==> src/rtl/quad_pkg.sv <==
// == quad_pkg: mode encodings, FSM states and default parameters for quad_decoder_gen2 ==
// == rev 1.0 ==
`default_nettype none

package quad_pkg;

  localparam logic [1:0] MODE_X4 = 2'd0;
  localparam logic [1:0] MODE_X2 = 2'd1;
  localparam logic [1:0] MODE_X1 = 2'd2;

  localparam int DEF_CNT_W       = 16;
  localparam int DEF_SYNC_STAGES = 2;
  localparam int DEF_FILT_CYCLES = 3;

  typedef enum logic [0:0] {
    ST_ARM = 1'b0,
    ST_RUN = 1'b1
  } quad_state_e;

  // Forward order is AB 00->10->11->01: an A move is forward when A!=B afterwards,
  // a B move is forward when A==B afterwards.
  function automatic logic fwd_dir(input logic a_moved, input logic a, input logic b);
    return a_moved ? (a ^ b) : ~(a ^ b);
  endfunction

endpackage

`default_nettype wire

==> src/rtl/quad_filter.sv <==
// == quad_filter: synchroniser chain plus stability filter for one encoder channel ==
// == rev 1.0 ==
`default_nettype none

module quad_filter
  import quad_pkg::*;
#(
  parameter int SYNC_STAGES = DEF_SYNC_STAGES,
  parameter int FILT_CYCLES = DEF_FILT_CYCLES
) (
  input  logic clk,
  input  logic reset,
  input  logic din,
  output logic dout
);

  logic [SYNC_STAGES-1:0] r_sync;
  logic                   w_synced;

  always_ff @(posedge clk) begin
    if (reset) begin
      r_sync <= '0;
    end else begin
      r_sync <= {r_sync[SYNC_STAGES-2:0], din};
    end
  end

  assign w_synced = r_sync[SYNC_STAGES-1];

  generate
    if (FILT_CYCLES == 0) begin : g_bypass
      assign dout = w_synced;
    end else begin : g_filter
      localparam int CW = $clog2(FILT_CYCLES + 1);

      logic [CW-1:0] r_cnt;
      logic          r_filt;

      // r_cnt counts consecutive clocks the synced value has differed from the output.
      always_ff @(posedge clk) begin
        if (reset) begin
          r_cnt  <= '0;
          r_filt <= 1'b0;
        end else if (w_synced == r_filt) begin
          r_cnt <= '0;
        end else if (r_cnt == CW'(FILT_CYCLES - 1)) begin
          r_cnt  <= '0;
          r_filt <= w_synced;
        end else begin
          r_cnt <= r_cnt + 1'b1;
        end
      end

      assign dout = r_filt;
    end
  endgenerate

endmodule

`default_nettype wire

==> src/rtl/quad_decoder_gen2.sv <==
// == quad_decoder_gen2: filtered x4/x2/x1 quadrature decoder with wrapping position counter ==
// == rev 1.0 -- optional index clear enabled by macro QUAD_INDEX_EN ==
`default_nettype none

module quad_decoder_gen2
  import quad_pkg::*;
#(
  parameter int CNT_W       = DEF_CNT_W,
  parameter int SYNC_STAGES = DEF_SYNC_STAGES,
  parameter int FILT_CYCLES = DEF_FILT_CYCLES
) (
  input  logic             clk,
  input  logic             reset,
  input  logic             quad_a,
  input  logic             quad_b,
  input  logic [1:0]       mode,
  input  logic             clear,
  input  logic             load,
  input  logic [CNT_W-1:0] load_val,
  input  logic             err_clr,
  output logic [CNT_W-1:0] count,
  output logic             dir,
  output logic             step,
  output logic             ovf,
  output logic             unf,
  output logic             err
`ifdef QUAD_INDEX_EN
  ,
  input  logic             idx,
  input  logic             idx_clr_en,
  output logic             idx_seen
`endif
);

  localparam int ARM_LEN = SYNC_STAGES + FILT_CYCLES + 1;
  localparam int ARM_W   = $clog2(ARM_LEN + 1);

  logic w_a;
  logic w_b;

  quad_filter #(.SYNC_STAGES(SYNC_STAGES), .FILT_CYCLES(FILT_CYCLES)) u_filt_a (
    .clk   (clk),
    .reset (reset),
    .din   (quad_a),
    .dout  (w_a)
  );

  quad_filter #(.SYNC_STAGES(SYNC_STAGES), .FILT_CYCLES(FILT_CYCLES)) u_filt_b (
    .clk   (clk),
    .reset (reset),
    .din   (quad_b),
    .dout  (w_b)
  );

  quad_state_e      r_state;
  quad_state_e      w_state_nxt;
  logic [ARM_W-1:0] r_arm_cnt;
  logic [ARM_W-1:0] w_arm_nxt;
  logic             w_run;

  always_ff @(posedge clk) begin
    if (reset) begin
      r_state   <= ST_ARM;
      r_arm_cnt <= '0;
    end else begin
      r_state   <= w_state_nxt;
      r_arm_cnt <= w_arm_nxt;
    end
  end

  // ARM covers the pipeline fill so stale reset values never look like a transition.
  always_comb begin
    w_state_nxt = r_state;
    w_arm_nxt   = r_arm_cnt;
    case (r_state)
      ST_ARM: begin
        w_arm_nxt = r_arm_cnt + 1'b1;
        if (r_arm_cnt == ARM_W'(ARM_LEN - 1)) begin
          w_state_nxt = ST_RUN;
        end
      end
      default: ;
    endcase
  end

  assign w_run = (r_state == ST_RUN);

  logic r_prev_a;
  logic r_prev_b;

  always_ff @(posedge clk) begin
    if (reset) begin
      r_prev_a <= 1'b0;
      r_prev_b <= 1'b0;
    end else begin
      r_prev_a <= w_a;
      r_prev_b <= w_b;
    end
  end

  logic w_a_chg;
  logic w_b_chg;
  logic w_illegal;
  logic w_req;
  logic w_up;

  assign w_a_chg   = w_a ^ r_prev_a;
  assign w_b_chg   = w_b ^ r_prev_b;
  assign w_illegal = w_run & w_a_chg & w_b_chg;

  always_comb begin
    w_req = 1'b0;
    w_up  = 1'b0;
    if (w_run && !(w_a_chg && w_b_chg)) begin
      case (mode)
        MODE_X2: begin
          if (w_a_chg) begin
            w_req = 1'b1;
            w_up  = fwd_dir(1'b1, w_a, w_b);
          end
        end
        MODE_X1: begin
          if (w_a_chg && w_a) begin
            w_req = 1'b1;
            w_up  = ~w_b;
          end
        end
        default: begin
          if (w_a_chg || w_b_chg) begin
            w_req = 1'b1;
            w_up  = fwd_dir(w_a_chg, w_a, w_b);
          end
        end
      endcase
    end
  end

  logic w_idx_hit;

`ifdef QUAD_INDEX_EN
  logic w_idx;
  logic r_prev_idx;

  quad_filter #(.SYNC_STAGES(SYNC_STAGES), .FILT_CYCLES(FILT_CYCLES)) u_filt_idx (
    .clk   (clk),
    .reset (reset),
    .din   (idx),
    .dout  (w_idx)
  );

  always_ff @(posedge clk) begin
    if (reset) begin
      r_prev_idx <= 1'b0;
      idx_seen   <= 1'b0;
    end else begin
      r_prev_idx <= w_idx;
      if (clear) begin
        idx_seen <= 1'b0;
      end else if (!load && w_idx_hit) begin
        idx_seen <= 1'b1;
      end
    end
  end

  assign w_idx_hit = w_run & idx_clr_en & w_idx & ~r_prev_idx;
`else
  assign w_idx_hit = 1'b0;
`endif

  always_ff @(posedge clk) begin
    if (reset) begin
      count <= '0;
      dir   <= 1'b0;
      step  <= 1'b0;
      ovf   <= 1'b0;
      unf   <= 1'b0;
    end else begin
      step <= 1'b0;
      ovf  <= 1'b0;
      unf  <= 1'b0;
      if (clear) begin
        count <= '0;
      end else if (load) begin
        count <= load_val;
      end else if (w_idx_hit) begin
        count <= '0;
      end else if (w_req) begin
        step <= 1'b1;
        dir  <= w_up;
        if (w_up) begin
          count <= count + 1'b1;
          ovf   <= &count;
        end else begin
          count <= count - 1'b1;
          unf   <= ~|count;
        end
      end
    end
  end

  // An illegal transition in the same cycle as err_clr must win.
  always_ff @(posedge clk) begin
    if (reset) begin
      err <= 1'b0;
    end else if (w_illegal) begin
      err <= 1'b1;
    end else if (err_clr) begin
      err <= 1'b0;
    end
  end

endmodule

`default_nettype wire

==> config.mk <==
export PLATFORM = sky130hd
export DESIGN_NAME = quad_decoder_gen2
export DESIGN_NICKNAME = d
export VERILOG_FILES = /design/src/rtl/quad_pkg.sv /design/src/rtl/quad_filter.sv /design/src/rtl/quad_decoder_gen2.sv
export SDC_FILE = /design/constraint.sdc
export NUM_CORES = 1
export LEC_CHECK = 0
export CAP_MARGIN = 20
export CORE_MARGIN = 2
export CORE_UTILIZATION = 35
export DETAILED_ROUTE_END_ITERATION = 6
export PLACE_DENSITY_LB_ADDON = 0.2
export SYNTH_ARGS = -nofsm -noshare
export SYNTH_HDL_FRONTEND = slang
export SYNTH_HIERARCHICAL = 1
export SYNTH_SLANG_ARGS = --single-unit
==> constraint.sdc <==
create_clock -name clk -period 5 [get_ports clk]
set_input_delay 0.5 -clock clk [delete_from_list [all_inputs] [get_ports clk]]
set_output_delay 0.5 -clock clk [all_outputs]
set_load 0.1 [all_outputs]
==> results.txt <==
WP depth -> 12
clk slew on worst S/H paths -> 0.09 ns
gr ovfl total -> 0
Max-Slew Margin vs Limit -> 0.343
RSZ-0062 raised after global routing -> no
Hold Path Depth -> 1
final WL -> 6600 µm
DRT antenna net count -> 0
area post-placement -> 2870 µm²
Yosys cell types -> 44
Mapped Area -> 2350 µm²
# hold bufs at CTS -> 0
Crit Path Class -> register to register
# setup viols final -> 0
Resize count post-CTS -> 0
Post-DP HPWL -> 4830 µm
DR vias -> 2286
# IOs -> 46
Worst path slowest cell -> a211oi_1
fin cells -> 408
Mean Syn Cell Area -> 8.25 µm²
DR WL/cell -> 16.2 µm
die height -> 86.0 µm
Pwr Total -> 0.730 mW
YS warnings -> 6
placed cell count -> 400
Initial Util -> 0.366
# Max-Cap Violations -> 0
Lkg Pwr -> 1.12 nW
via/cell ratio -> 5.60
slowest stage delay, CP -> 0.58 ns
DRC errors left -> 0
site row count -> 29
net count after synthesis -> 333
Max rail drop VDD -> 0.150 mV
Hold/Removal Path Class -> register to register
Max Freq -> 225 MHz
Final period util -> 0.889
TritonCTS clock tree -> built
number of clock sinks -> 37
H-tree depth -> 2
pwr dens -> 247 nW/µm²
Critical Path End Type -> register
first-pass GRT wire length -> 10800 µm
I/O Buffers -> 45
RR Endpoint -> count[13]
Worst R2R Path Depth -> 12
Critical Path Most Common Cell -> a211oi_1
Final Cell Area -> 2960 µm²
Finished Core Util -> 0.460
full die area -> 7390 µm²
crit-path leading delay family -> compound AO/OA/AOI/OAI gates
post-synthesis sequential area ratio -> 0.315
reg-to-reg slack, setup -> 0.56 ns
CORE AREA -> 6420 µm²
drt first pass iters -> 4
crit path to -> count[13]
CP max FO -> 16
nets -> 378
Total Routing Usage GR -> 0.186
setup_tns -> 0 ns
layout cells sized above 1 -> 0.0423
Worst EP arrival -> 4.67 ns
Worst Max-Slew Pin Slew -> 0.982 ns
Worst EP required -> 5.23 ns
Die Wd -> 86.0 µm
Slew Limit Fails -> 0
Setup Skew -> 0.00795 ns
initial antenna violation count -> 0
area delta synth->final -> 25.7%
EDFF count, synth -> 0
Syn Inst Count -> 285
crit path from -> u_filt_a/dout
register bit total from synthesis -> 37
kind of start point of the critical path -> register
Antenna diodes -> 0
Clock Latency Late Sink -> 0.30 ns
Placer Congestion -> 0.893
RR Startpoint -> u_filt_a/dout
vias in the first global route -> 2208
largest net degree at the start of global routing -> 21
endpoints failing hold -> 0
crit-path cells -> ha_1 > o21ai_0 > o32ai_1 > a211oi_1 > inv_1 > ha_1 > o211ai_1 > o21ai_0 > o2111ai_1 > a211oi_1 > mux2_2 > a211oi_1
Root Driver -> clkbuf_8
status -> complete, no violations
minimum clock period -> 4.44 ns
CP bufs+invs -> 1
Most used DFF post-synth -> dfxtp_1
postcts setup bufs -> 0
Synth async-reset ratio -> 0
number of buffers created by CTS -> 5
clk buf depth -> 2
Iter 0 DRT Violations -> 95
## cell usage after synthesis (5+ instances only)
| cell type | number | area (µm²) |
|---|---|---|
| and3_1 | 5 | 31.3 |
| nor3_1 | 5 | 25.0 |
| nor4_1 | 10 | 62.6 |
| nand3_1 | 8 | 40.0 |
| nand2_1 | 21 | 78.8 |
| nor2_1 | 27 | 101 |
| a21oi_1 | 24 | 120 |
| nor2b_1 | 11 | 68.8 |
| a211oi_1 | 11 | 82.6 |
| inv_1 | 11 | 41.3 |
| dfxtp_1 | 37 | 741 |
| mux2i_1 | 5 | 50.1 |
| nand4_1 | 6 | 37.5 |
| xnor2_1 | 13 | 114 |
| o21ai_0 | 18 | 90.1 |
| ha_1 | 22 | 275 |
## metal layers
metal	vias to the layer above	share of wire	track usage	routed length [µm]
li1	1148	-	-	-
met3	10	0.050	0.0404	329
met1	1082	0.46	0.235	3060
met5	-	0	0	0
met4	0	0.017	0.0592	110
met2	46	0.47	0.315	3100
## state kept, by name, summed over array words and instances, names as in the netlist, 2 cells and up
signal                   cells
count                       16
r_arm_cnt                    3
u_filt_a/g_filter.r_cnt      2
u_filt_a/r_sync              2
u_filt_b/g_filter.r_cnt      2
u_filt_b/r_sync              2
## cells by family after synthesis
kind of cell,count (synthesis),synth area share
DFF,37,0.315
and+or+nand+nor,105,0.227
AOI/OAI and AO/OA,79,0.212
buffers and inverters,19,0.0346
muxes,7,0.0309
xor gates and xnor gates,15,0.0559
adders and majority gates,23,0.126
## worst min path at each step
stage | start | to | slack (ns)
after floorplan | u_filt_b/g_filter.r_cnt[0] | u_filt_b/g_filter.r_cnt[0] | 0.40
after global placement | u_filt_b/g_filter.r_cnt[0] | u_filt_b/g_filter.r_cnt[0] | 0.41
after detailed placement | u_filt_a/g_filter.r_cnt[0] | u_filt_a/g_filter.r_cnt[0] | 0.41
after CTS | u_filt_a/g_filter.r_cnt[0] | u_filt_a/g_filter.r_cnt[0] | 0.42
after global routing | u_filt_a/g_filter.r_cnt[0] | u_filt_a/g_filter.r_cnt[0] | 0.44
final | u_filt_a/g_filter.r_cnt[0] | u_filt_a/g_filter.r_cnt[0] | 0.42
## cells in the final DEF, fill, tap and decap left out, types with 2 or more instances in the layout
master	Yosys	routed
nor4_1	10	10
a21oi_1	24	24
and2_1	2	2
mux2i_1	5	5
o211ai_1	3	3
a31oi_1	4	4
and3b_1	3	3
a21o_1	3	3
nand3_1	8	8
nor3_1	5	5
o21bai_1	2	2
a41oi_1	2	2
a211oi_1	11	11
clkbuf_8	0	5
nand2_1	21	21
o21ai_0	18	18
o311ai_0	2	2
nor2_1	27	27
xor2_1	2	2
a311oi_1	2	2
xnor2_1	13	13
inv_1	11	11
dfxtp_1	37	37
clkdlybuf4s50_1	0	45
nand4_1	6	6
nor2b_1	11	11
or3_1	4	4
ha_1	22	22
mux2_2	2	2
and3_1	5	5
## through the flow
stage               hold WS [ns]  setup WS (ns)
floorplan                  0.397           1.34
global placement           0.409          0.505
detailed placement         0.413          0.347
CTS                        0.425          0.560
global route               0.439          0.165
finish                     0.423          0.556
## power by group
| group | internal [mW] | total, mW | switching (mW) |
|---|---|---|---|
| logic | 0.0784 | 0.190 | 0.112 |
| clock network | 0.0990 | 0.223 | 0.124 |
| registers | 0.305 | 0.317 | 0.0122 |
| total | 0.482 | 0.730 | 0.248 |
## cell type report
type / instances / area [µm²]
clock buffer: 5 / 68.8
clock inverter: 3 / 21.3
fill: 653 / 3470
inverter: 11 / 41.3
multi-input combinational: 229 / 1530
sequential: 37 / 741
tap: 77 / 96.3
timing repair buffer: 46 / 458
(Power assumes the default switching activity.)
